===== src/rtl/hmac_req_arbiter_pkg.sv =====
`default_nettype none
// ============================================================================
// Module      : hmac_req_arbiter_pkg
// Description : Shared key-system constants for the HMAC request arbiter.
//               This package holds the HMAC word and result widths, the
//               arbiter state encoding, and a helper that sizes index fields.
// Revision    : 1.0 - initial release
// ============================================================================
package hmac_req_arbiter_pkg;

    // HMAC engine data widths.
    localparam int c_word_w  = 32;
    localparam int c_value_w = 512;

    // Arbiter state encoding.
    localparam int                     c_state_w        = 3;
    localparam logic [c_state_w-1:0]   c_st_idle        = 3'd0;
    localparam logic [c_state_w-1:0]   c_st_start       = 3'd1;
    localparam logic [c_state_w-1:0]   c_st_stream      = 3'd2;
    localparam logic [c_state_w-1:0]   c_st_wait_done   = 3'd3;
    localparam logic [c_state_w-1:0]   c_st_respond     = 3'd4;

    // Returns the width of an index or counter that covers n values.
    // The result is never less than 1, so that n == 1 still gets a real field.
    function automatic int idx_width(input int n);
        return (n > 1) ? $clog2(n) : 1;
    endfunction

endpackage
`default_nettype wire


===== src/rtl/rr_pick.sv =====
`default_nettype none
// ============================================================================
// Module      : rr_pick
// Description : Round-robin priority pick. The search begins at the requester
//               after the last owner and wraps around, so every active
//               requester is served within NREQ grants.
//   i_req        - request vector, one bit per requester
//   i_last_owner - index of the previous owner
//   o_onehot     - one-hot winner (all-zero when i_req is zero)
//   o_idx        - index of the winner (zero when i_req is zero)
// Revision    : 1.0 - initial release
// ============================================================================
module rr_pick #(
    parameter int NREQ  = 2,
    parameter int IDX_W = 1
) (
    input  logic [NREQ-1:0]  i_req,
    input  logic [IDX_W-1:0] i_last_owner,
    output logic [NREQ-1:0]  o_onehot,
    output logic [IDX_W-1:0] o_idx
);

    // Index that lies 'off' positions after 'base', taken modulo NREQ.
    function automatic logic [IDX_W-1:0] wrap_idx(input logic [IDX_W-1:0] base,
                                                  input int               off);
        int sum;
        sum = int'(base) + off;
        if (sum >= NREQ) begin
            sum = sum - NREQ;
        end
        return sum[IDX_W-1:0];
    endfunction

    // The loop scans from the lowest priority (offset NREQ, which is the last
    // owner itself) up to the highest priority (offset 1). Each later match
    // overrides the earlier ones, so the nearest active requester wins and
    // no separate "found" flag is needed.
    always_comb begin
        o_onehot = '0;
        o_idx    = '0;
        for (int off = NREQ; off >= 1; off--) begin
            if (i_req[wrap_idx(i_last_owner, off)]) begin
                o_onehot                                = '0;
                o_onehot[wrap_idx(i_last_owner, off)]   = 1'b1;
                o_idx                                   = wrap_idx(i_last_owner, off);
            end
        end
    end

endmodule
`default_nettype wire


===== src/rtl/hmac_req_arbiter.sv =====
`default_nettype none
// ============================================================================
// Module      : hmac_req_arbiter
// Description : Shares one HMAC engine message port among NREQ requesters.
//               A round-robin winner is granted the port. After a one-cycle
//               start pulse, the owner's message stream is forwarded to the
//               engine. The arbiter then waits for the result, bounded by a
//               timeout, and returns the result or an error to the owner.
//   clk, rst_n          - clock and asynchronous active-low reset
//   key_valid           - PUF key ready; no grant is issued while it is low,
//                         and it aborts a running transaction when it drops
//   req                 - per-requester level request
//   req_word/valid/last - per-requester message stream (32-bit slices)
//   req_ready           - per-requester message accept
//   grant               - one-hot current owner
//   rsp_valid/error/val - response pulse to the owner, error flag, result
//   hmac_start/word/valid/last - engine command and message stream
//   hmac_ready/done/value      - engine flow control and result
//   busy                - high whenever the arbiter is not idle
// Revision    : 1.0 - initial release
// ============================================================================
module hmac_req_arbiter
    import hmac_req_arbiter_pkg::*;
#(
    parameter int NREQ         = 2,
    parameter int DONE_TIMEOUT = 4096
) (
    input  logic                     clk,
    input  logic                     rst_n,
    input  logic                     key_valid,
    input  logic [NREQ-1:0]          req,
    input  logic [NREQ*c_word_w-1:0] req_word,
    input  logic [NREQ-1:0]          req_valid,
    input  logic [NREQ-1:0]          req_last,
    output logic [NREQ-1:0]          req_ready,
    output logic [NREQ-1:0]          grant,
    output logic [NREQ-1:0]          rsp_valid,
    output logic                     rsp_error,
    output logic [c_value_w-1:0]     rsp_value,
    output logic                     hmac_start,
    output logic [c_word_w-1:0]      hmac_word,
    output logic                     hmac_valid,
    output logic                     hmac_last,
    input  logic                     hmac_ready,
    input  logic                     hmac_done,
    input  logic [c_value_w-1:0]     hmac_value,
    output logic                     busy
);

    localparam int                 c_idx_w     = idx_width(NREQ);
    localparam int                 c_cnt_w     = idx_width(DONE_TIMEOUT);
    localparam logic [c_idx_w-1:0] c_last_init = c_idx_w'(NREQ - 1);
    localparam logic [c_cnt_w-1:0] c_cnt_max   = c_cnt_w'(DONE_TIMEOUT - 1);

    logic [c_state_w-1:0] r_state;
    logic [NREQ-1:0]      r_grant;
    logic [c_idx_w-1:0]   r_owner;
    logic [c_idx_w-1:0]   r_last_owner;
    logic [c_cnt_w-1:0]   r_cnt;
    logic [NREQ-1:0]      r_rsp_valid;
    logic                 r_rsp_error;
    logic [c_value_w-1:0] r_rsp_value;
    logic                 r_hmac_start;

    logic [NREQ-1:0]      w_pick_onehot;
    logic [c_idx_w-1:0]   w_pick_idx;
    logic                 w_stream;
    logic [c_word_w-1:0]  w_owner_word;
    logic                 w_owner_valid;
    logic                 w_owner_last;
    logic                 w_last_beat;

    rr_pick #(
        .NREQ  (NREQ),
        .IDX_W (c_idx_w)
    ) u_rr_pick (
        .i_req        (req),
        .i_last_owner (r_last_owner),
        .o_onehot     (w_pick_onehot),
        .o_idx        (w_pick_idx)
    );

    // Owner stream mux. The one-hot grant register selects the slice directly,
    // so this path does not depend on the encoded owner index.
    always_comb begin
        w_owner_word  = '0;
        w_owner_valid = 1'b0;
        w_owner_last  = 1'b0;
        for (int i = 0; i < NREQ; i++) begin
            if (r_grant[i]) begin
                w_owner_word  = req_word[c_word_w*i +: c_word_w];
                w_owner_valid = req_valid[i];
                w_owner_last  = req_last[i];
            end
        end
    end

    assign w_stream    = (r_state == c_st_stream);
    assign hmac_word   = w_stream ? w_owner_word : '0;
    assign hmac_valid  = w_stream & w_owner_valid;
    assign hmac_last   = w_stream & w_owner_last;
    assign req_ready   = r_grant & {NREQ{w_stream & hmac_ready}};
    assign w_last_beat = hmac_valid & hmac_ready & hmac_last;

    assign grant      = r_grant;
    assign rsp_valid  = r_rsp_valid;
    assign rsp_error  = r_rsp_error;
    assign rsp_value  = r_rsp_value;
    assign hmac_start = r_hmac_start;
    assign busy       = (r_state != c_st_idle);

    always_ff @(posedge clk or negedge rst_n) begin
        if (!rst_n) begin
            r_state      <= c_st_idle;
            r_grant      <= '0;
            r_owner      <= '0;
            r_last_owner <= c_last_init;
            r_cnt        <= '0;
            r_rsp_valid  <= '0;
            r_rsp_error  <= 1'b0;
            r_rsp_value  <= '0;
            r_hmac_start <= 1'b0;
        end else begin
            case (r_state)
                c_st_idle: begin
                    if (key_valid && (|req)) begin
                        r_grant      <= w_pick_onehot;
                        r_owner      <= w_pick_idx;
                        r_hmac_start <= 1'b1;
                        r_state      <= c_st_start;
                    end
                end

                c_st_start: begin
                    r_hmac_start <= 1'b0;
                    if (!key_valid) begin
                        r_rsp_error <= 1'b1;
                        r_rsp_valid <= r_grant;
                        r_state     <= c_st_respond;
                    end else begin
                        r_state <= c_st_stream;
                    end
                end

                c_st_stream: begin
                    if (!key_valid) begin
                        r_rsp_error <= 1'b1;
                        r_rsp_valid <= r_grant;
                        r_state     <= c_st_respond;
                    end else if (w_last_beat) begin
                        r_cnt   <= '0;
                        r_state <= c_st_wait_done;
                    end
                end

                c_st_wait_done: begin
                    // A key loss outranks a result in the same cycle, and a
                    // result outranks the timeout in the same cycle.
                    if (!key_valid) begin
                        r_rsp_error <= 1'b1;
                        r_rsp_valid <= r_grant;
                        r_state     <= c_st_respond;
                    end else if (hmac_done) begin
                        r_rsp_value <= hmac_value;
                        r_rsp_error <= 1'b0;
                        r_rsp_valid <= r_grant;
                        r_state     <= c_st_respond;
                    end else if (r_cnt == c_cnt_max) begin
                        r_rsp_error <= 1'b1;
                        r_rsp_valid <= r_grant;
                        r_state     <= c_st_respond;
                    end else begin
                        // The counter only increments below its maximum,
                        // so it saturates.
                        r_cnt <= r_cnt + 1'b1;
                    end
                end

                c_st_respond: begin
                    r_rsp_valid  <= '0;
                    r_last_owner <= r_owner;
                    r_grant      <= '0;
                    r_state      <= c_st_idle;
                end

                default: begin
                    r_hmac_start <= 1'b0;
                    r_rsp_valid  <= '0;
                    r_grant      <= '0;
                    r_state      <= c_st_idle;
                end
            endcase
        end
    end

endmodule
`default_nettype wire

===== config.mk =====
export PLATFORM = sky130hd
export DESIGN_NAME = hmac_req_arbiter
export DESIGN_NICKNAME = d
export VERILOG_FILES = /design/src/rtl/hmac_req_arbiter_pkg.sv /design/src/rtl/rr_pick.sv /design/src/rtl/hmac_req_arbiter.sv
export SDC_FILE = /design/constraint.sdc
export NUM_CORES = 1
export LEC_CHECK = 0
export ABC_AREA = 1
export CAP_MARGIN = 20
export CORE_AREA = 2 2 449 451
export CTS_CLUSTER_DIAMETER = 30
export CTS_CLUSTER_SIZE = 30
export DETAILED_ROUTE_END_ITERATION = 10
export DIE_AREA = 0 0 451 453
export HOLD_SLACK_MARGIN = 0.1
export SETUP_SLACK_MARGIN = 0.4
export SKIP_CTS_REPAIR_TIMING = 1
export SYNTH_ARGS = -nofsm -noshare
export SYNTH_HDL_FRONTEND = slang
export SYNTH_SLANG_ARGS = --single-unit

===== constraint.sdc =====
create_clock -name clk -period 1.8 [get_ports clk]
set_input_delay 0.36 -clock clk [delete_from_list [all_inputs] [get_ports clk]]
set_output_delay 0.36 -clock clk [all_outputs]
set_load 0.05 [all_outputs]

Word-level counts from Yosys, hierarchy flattened
Cells that the tools add are included. Widths: inputs -> output; s select.

Register bits: 535. Bits of input ports: 587. Output and inout bits: 555. Word-level logic and storage cells: 115.

Add/subtract/negate cells: 5. Magnitude comparators: 8. Eq/ne operators: 14. Mux-type cells: 51. Bitwise logic cells: 9. Reduce and logical (&&, ||, !) cells: 19.

Operators by type and width (number): $mux 32 (3); $mux 12 (5); $pmux 12 s2 (1); $mux 1 (21); $mux 3 (7); $mux 2 (7); $add 12x1->12 const B (1); $eq 12x12->1 const B (1); $ne 2x2->1 const B (6); $pmux 3 s4 (1); $reduce_and 3->1 (4); $lt 1x2->1 const B (4); $eq 3x2->1 const B (2); $pmux 2 s3 (1); $reduce_and 2->1 (3); $reduce_and 6->1 (1); $reduce_or 3->1 (2); $and 1x1->1 (5); $ne 4x4->1 const B (1); $pmux 1 s2 (2); $pmux 2 s2 (1); $reduce_bool 2->1 (2); $reduce_or 2->1 (2); $add 1x2->3 const B (1); 15 further kinds (22).

Depth between registers and ports, before layout
Gate-level depths: netlist of the first run.

Depth after elaboration: 14. Gate-level depth with buffers: 11.

Hierarchy
Synthesis of the first run repeated with hierarchy kept, for this count alone.

Cell total of the unflattened synthesis: 2476. Area total of the unflattened synthesis: 21040.2 um^2.

By module, submodules not included: hmac_req_arbiter (instances 1, cells each 2471, area an instance 21005.1 um^2, sequential area each 13389.1 um^2); rr_pick (instances 1, cells each 5, area an instance 35.0 um^2, sequential area each 0.0 um^2).

Worst setup path after synthesis of the first run
Ideal clock, no wire load.

Path kind: reg-to-reg. From: reg r_grant[1], in the netlist grant[1]. To: reg r_cnt[0]. Data arrival time: 2.412 ns. Setup slack: -0.730 ns. Cell stages (with the launch flop): 12. Buffers on the path: 2. Path through: dfrtp_1 buf_2 inv_1 nand2_1 nand2_1 nor2_1 nand2_1 nand2_1 nand3b_1 buf_2 nand2_1 nand2_1.

Longest elaborated chain between the ends: 6. Elaborated cells between the ends (all ways): 8.

RTL lines: from (decl) (line hmac_req_arbiter.sv:56) `logic [NREQ-1:0] r_grant;`; from (signal assigned) (line hmac_req_arbiter.sv:127) `r_grant <= w_pick_onehot;`; $mux 1 (line hmac_req_arbiter.sv:90) `if (r_grant[i]) begin`; $and 1x1->1 (line hmac_req_arbiter.sv:100) `assign hmac_valid = w_stream & w_owner_valid;`; net hmac_valid (line hmac_req_arbiter.sv:42) `output logic hmac_valid,`; $and 1x1->1 (2 in series) (line hmac_req_arbiter.sv:103) `assign w_last_beat = hmac_valid & hmac_ready & hmac_last;`; $ne 2x1->1 (no source line); $reduce_and 6->1 (no source line); to (signal assigned) (line hmac_req_arbiter.sv:175) `r_cnt <= r_cnt + 1'b1;`; to (decl) (line hmac_req_arbiter.sv:59) `logic [c_cnt_w-1:0] r_cnt;`.

The timed path passes the listed nets, and every way through them passes these cells. A chain may end at the register's enable or synchronous reset.

Worst setup path after layout of the first run
From: reg r_grant[0], in the netlist grant[0]. To: out hmac_word[3].

Longest elaborated chain between the ends: 3.

RTL lines: $mux 32 (2 in series) (line hmac_req_arbiter.sv:90); $mux 32 (line hmac_req_arbiter.sv:99) `assign hmac_word = w_stream ? w_owner_word : '0;`; to (decl) (line hmac_req_arbiter.sv:41) `output logic [c_word_w-1:0] hmac_word,`.

Every way passes these cells.

==> flow_summary.toml, run 1 <==
[cts]
cts_tree = "done"
htreeDepth = 4
clock-sinks = 535
clkSlewWorstSetupHoldPaths_ns = 0.05
numCtsBuffers = 155
clock_latency_ns = 0.79
cts-root-buf = "clkbuf_16"
clock_path_buffers = 3

[setup_path]
arrival_ns = 2.03
path_max_fanout = 10
reg2regPathDepth = 17
worst-setup-path-type = "register to output pin"
startpoint_type = "register"
end_kind = "output pin"
required_ns = 1.44

[routing]
vias = 23638
via_per_inst = 3.49
drc = 0
detail-route-antenna-nets = 0
post_drt_wl_per_cell_um = 23.6
drt_iter0_drc = 1641
first_pass_iters = 5
routed_wl_mm = 160

[grt]
grt_pass1_wl_mm = 193
grtUsageTotal_pct = 13.9
grt_max_degree = 75
grt_overflow = 0
antenna_found_initial = 86
grt_pass1_vias = 22488

[finish]
fillers = 21225
final_common_cell = "nand2_1"
multi_input_comb_area_um2 = 7710
ff_latch_area_um2 = 13400
final_cell_mix = "nand2_1 (1558), clkdlybuf4s50_1 (585), dfrtp_1 (511)"
fin_cells = 6776
drive_gt1_share_pct = 29.0
layout.nets = 4559
areaGrowthSynthToFinish_pct = 120

[sta]
grt_setup_unrepaired = "true"
timing.final.crit_period_ns = 2.39
finalClockSkew_ns = 0.0720
maxSlewViolCount = 0
finalSetupViolations = 565
hold_violations = 0
worst_pin_slew_ns = 0.437
slew_headroom_pct = 70.9
tns_ns = -207.87
layout_setup_ws_ns = -0.586
period_share_pct = 133
fmax_mhz = 419

[logic_synthesis]
avgSynthCellArea_um2 = 8.49
ys_seq_area_share_pct = 63.5
synth.cell_area_um2 = 21100
synth_nets = 3071
ys_ff_latch = 535
syn-instance-count = 2483
synthDistinctLibCells = 25
synth_warnings = 0

[power_and_ir_drop]
power.density_nw_per_um2 = 1860
p_leak_nw = 22.5
irDropWorstVdd_uv = 1090

[placement]
dp_cells = 6249
port-buffer-count = 1141
routabilityCongestion = 0.908
dpl.hpwl_mm = 124

[die]
die_w_um = 451
initial_core_util_pct = 10.6
ioPinCount = 1142
die_y_um = 453
rows = 164
die_area_um2 = 204000
core_area_um2 = 199000

[outcome]
violations = "negative setup slack"
status = "finished, violations left"

[worst_hold_path]
hold-path-cell-count = 3
hold_path.class = "input pin to register"

[run]
drv_cap = 0
[logic make-up (layout without fill, tap and decap cells)]
logic type	Yosys count	count (layout)	synth area share [%]
AND/OR/NAND/NOR	1738	1738	31.3
buffers and inverters	154	1767	3.74
AO/OA/AOI/OAI	55	55	1.36
adder cells (fa/ha/maj)	1	1	0.0594
other	0	24	0
flip-flops	535	535	63.5
[cells in the mapped netlist]
master,instances,area share [%]
nand2_1,1667,30
dfrtp_1,534,63
buf_2,78,1.9
a21oi_1,41,0.97
nor2_1,37,0.66
buf_4,30,1.1
inv_1,25,0.45
nand3_1,23,0.55
clkbuf_1,13,0.23
o21ai_0,9,0.21
buf_1,4,0.071
inv_2,4,0.071
nor2_4,3,0.16
nand2_2,2,0.059
nand4_1,2,0.059
nor3_1,2,0.048
a21oi_2,1,0.042
a31oi_1,1,0.030
dfstp_2,1,0.12
ha_1,1,0.059
nand3b_1,1,0.036
nor3b_1,1,0.036
o211ai_1,1,0.036
o21a_1,1,0.036
o22ai_1,1,0.030
[per-stage QoR]
stage	setup WS (ns)	power, W	area [um2]	hold slack, ns	util, %
3_3_place_gp	-0.234	0.0557	36900	0.259	18.5
3_5_place_dp	-0.234	0.0560	36900	0.264	18.5
4_1_cts	-0.753	0.0850	42400	-0.646	21.3
5_1_grt	-0.681	0.0901	46400	0.0767	23.3
2_1_floorplan	-0.00204	0.0381	21800	0.0644	-
6_report	-0.586	0.0864	46400	0.127	23.3
[where the power goes]
part / leakage, nW / internal, W / switching (W)
logic: 12.7 / 0.0122 / 0.0260
registers: 7.11 / 0.0163 / 0.00344
clock network: 2.62 / 0.0195 / 0.00887
total: 22.5 / 0.0481 / 0.0383
[final cells by class]
type,instances,area share [%]
clock inverters,67,2.28
diodes,24,0.129
inverters,29,0.302
multi-input cells,1794,16.6
clock buffers,215,9.50
well taps,2656,7.16
repair inverters,6,0.288
repair buffers,1450,34.8
flip-flops and latches,535,28.9
[critical path, stage by stage (launching register included)]
cell       delay [ns]
dfrtp_2          0.37
inv_2            0.07
nor2_4           0.12
buf_12           0.14
clkbuf_16        0.17
nand2_2          0.11
a21oi_4          0.17
buf_12           0.15
[sequential cells by signal, summed over array words and instances, names as in the netlist]
signal,flops
r_cnt,12
r_state,3
grant,2
r_owner,1
rsp_valid,2
r_last_owner,1
rsp_error,1
rsp_value,512
hmac_start,1
[path summary, 6_finish.rpt]
path / from / endpoint / slack, ns
worst max-delay path: grant[0]$_DFFE_PN0P_ / hmac_word[3] / -0.59
worst max register to register: r_state[2]$_DFFE_PN0P_ / rsp_value[296]$_DFFE_PN0P_ / -0.44
worst min-delay path: hmac_value[100] / rsp_value[100]$_DFFE_PN0P_ / 0.13
min in group asynchronous: rst_n / rsp_value[175]$_DFFE_PN0P_ / 0.22
max in group asynchronous: rst_n / rsp_value[325]$_DFFE_PN0P_ / 0.97
worst min register to register: rsp_value[186]$_DFFE_PN0P_ / rsp_value[186]$_DFFE_PN0P_ / 0.47
[metal layers]
layer	part of all wire (%)	up-vias	track usage [%]
met5	0.064	-	0
met4	4.4	16	6.24
met3	15	373	9.90
met2	47	1206	22.2
met1	33	11449	13.8
li1	-	10594	-
No activity file was read; power rests on OpenSTA's default activity.
==> run 2: changes to the inputs <==
SLEW_MARGIN = 40   (was unset)
==> results of run 2 <==
No change in the layout: final DEF, timing and power equal those of run 1.
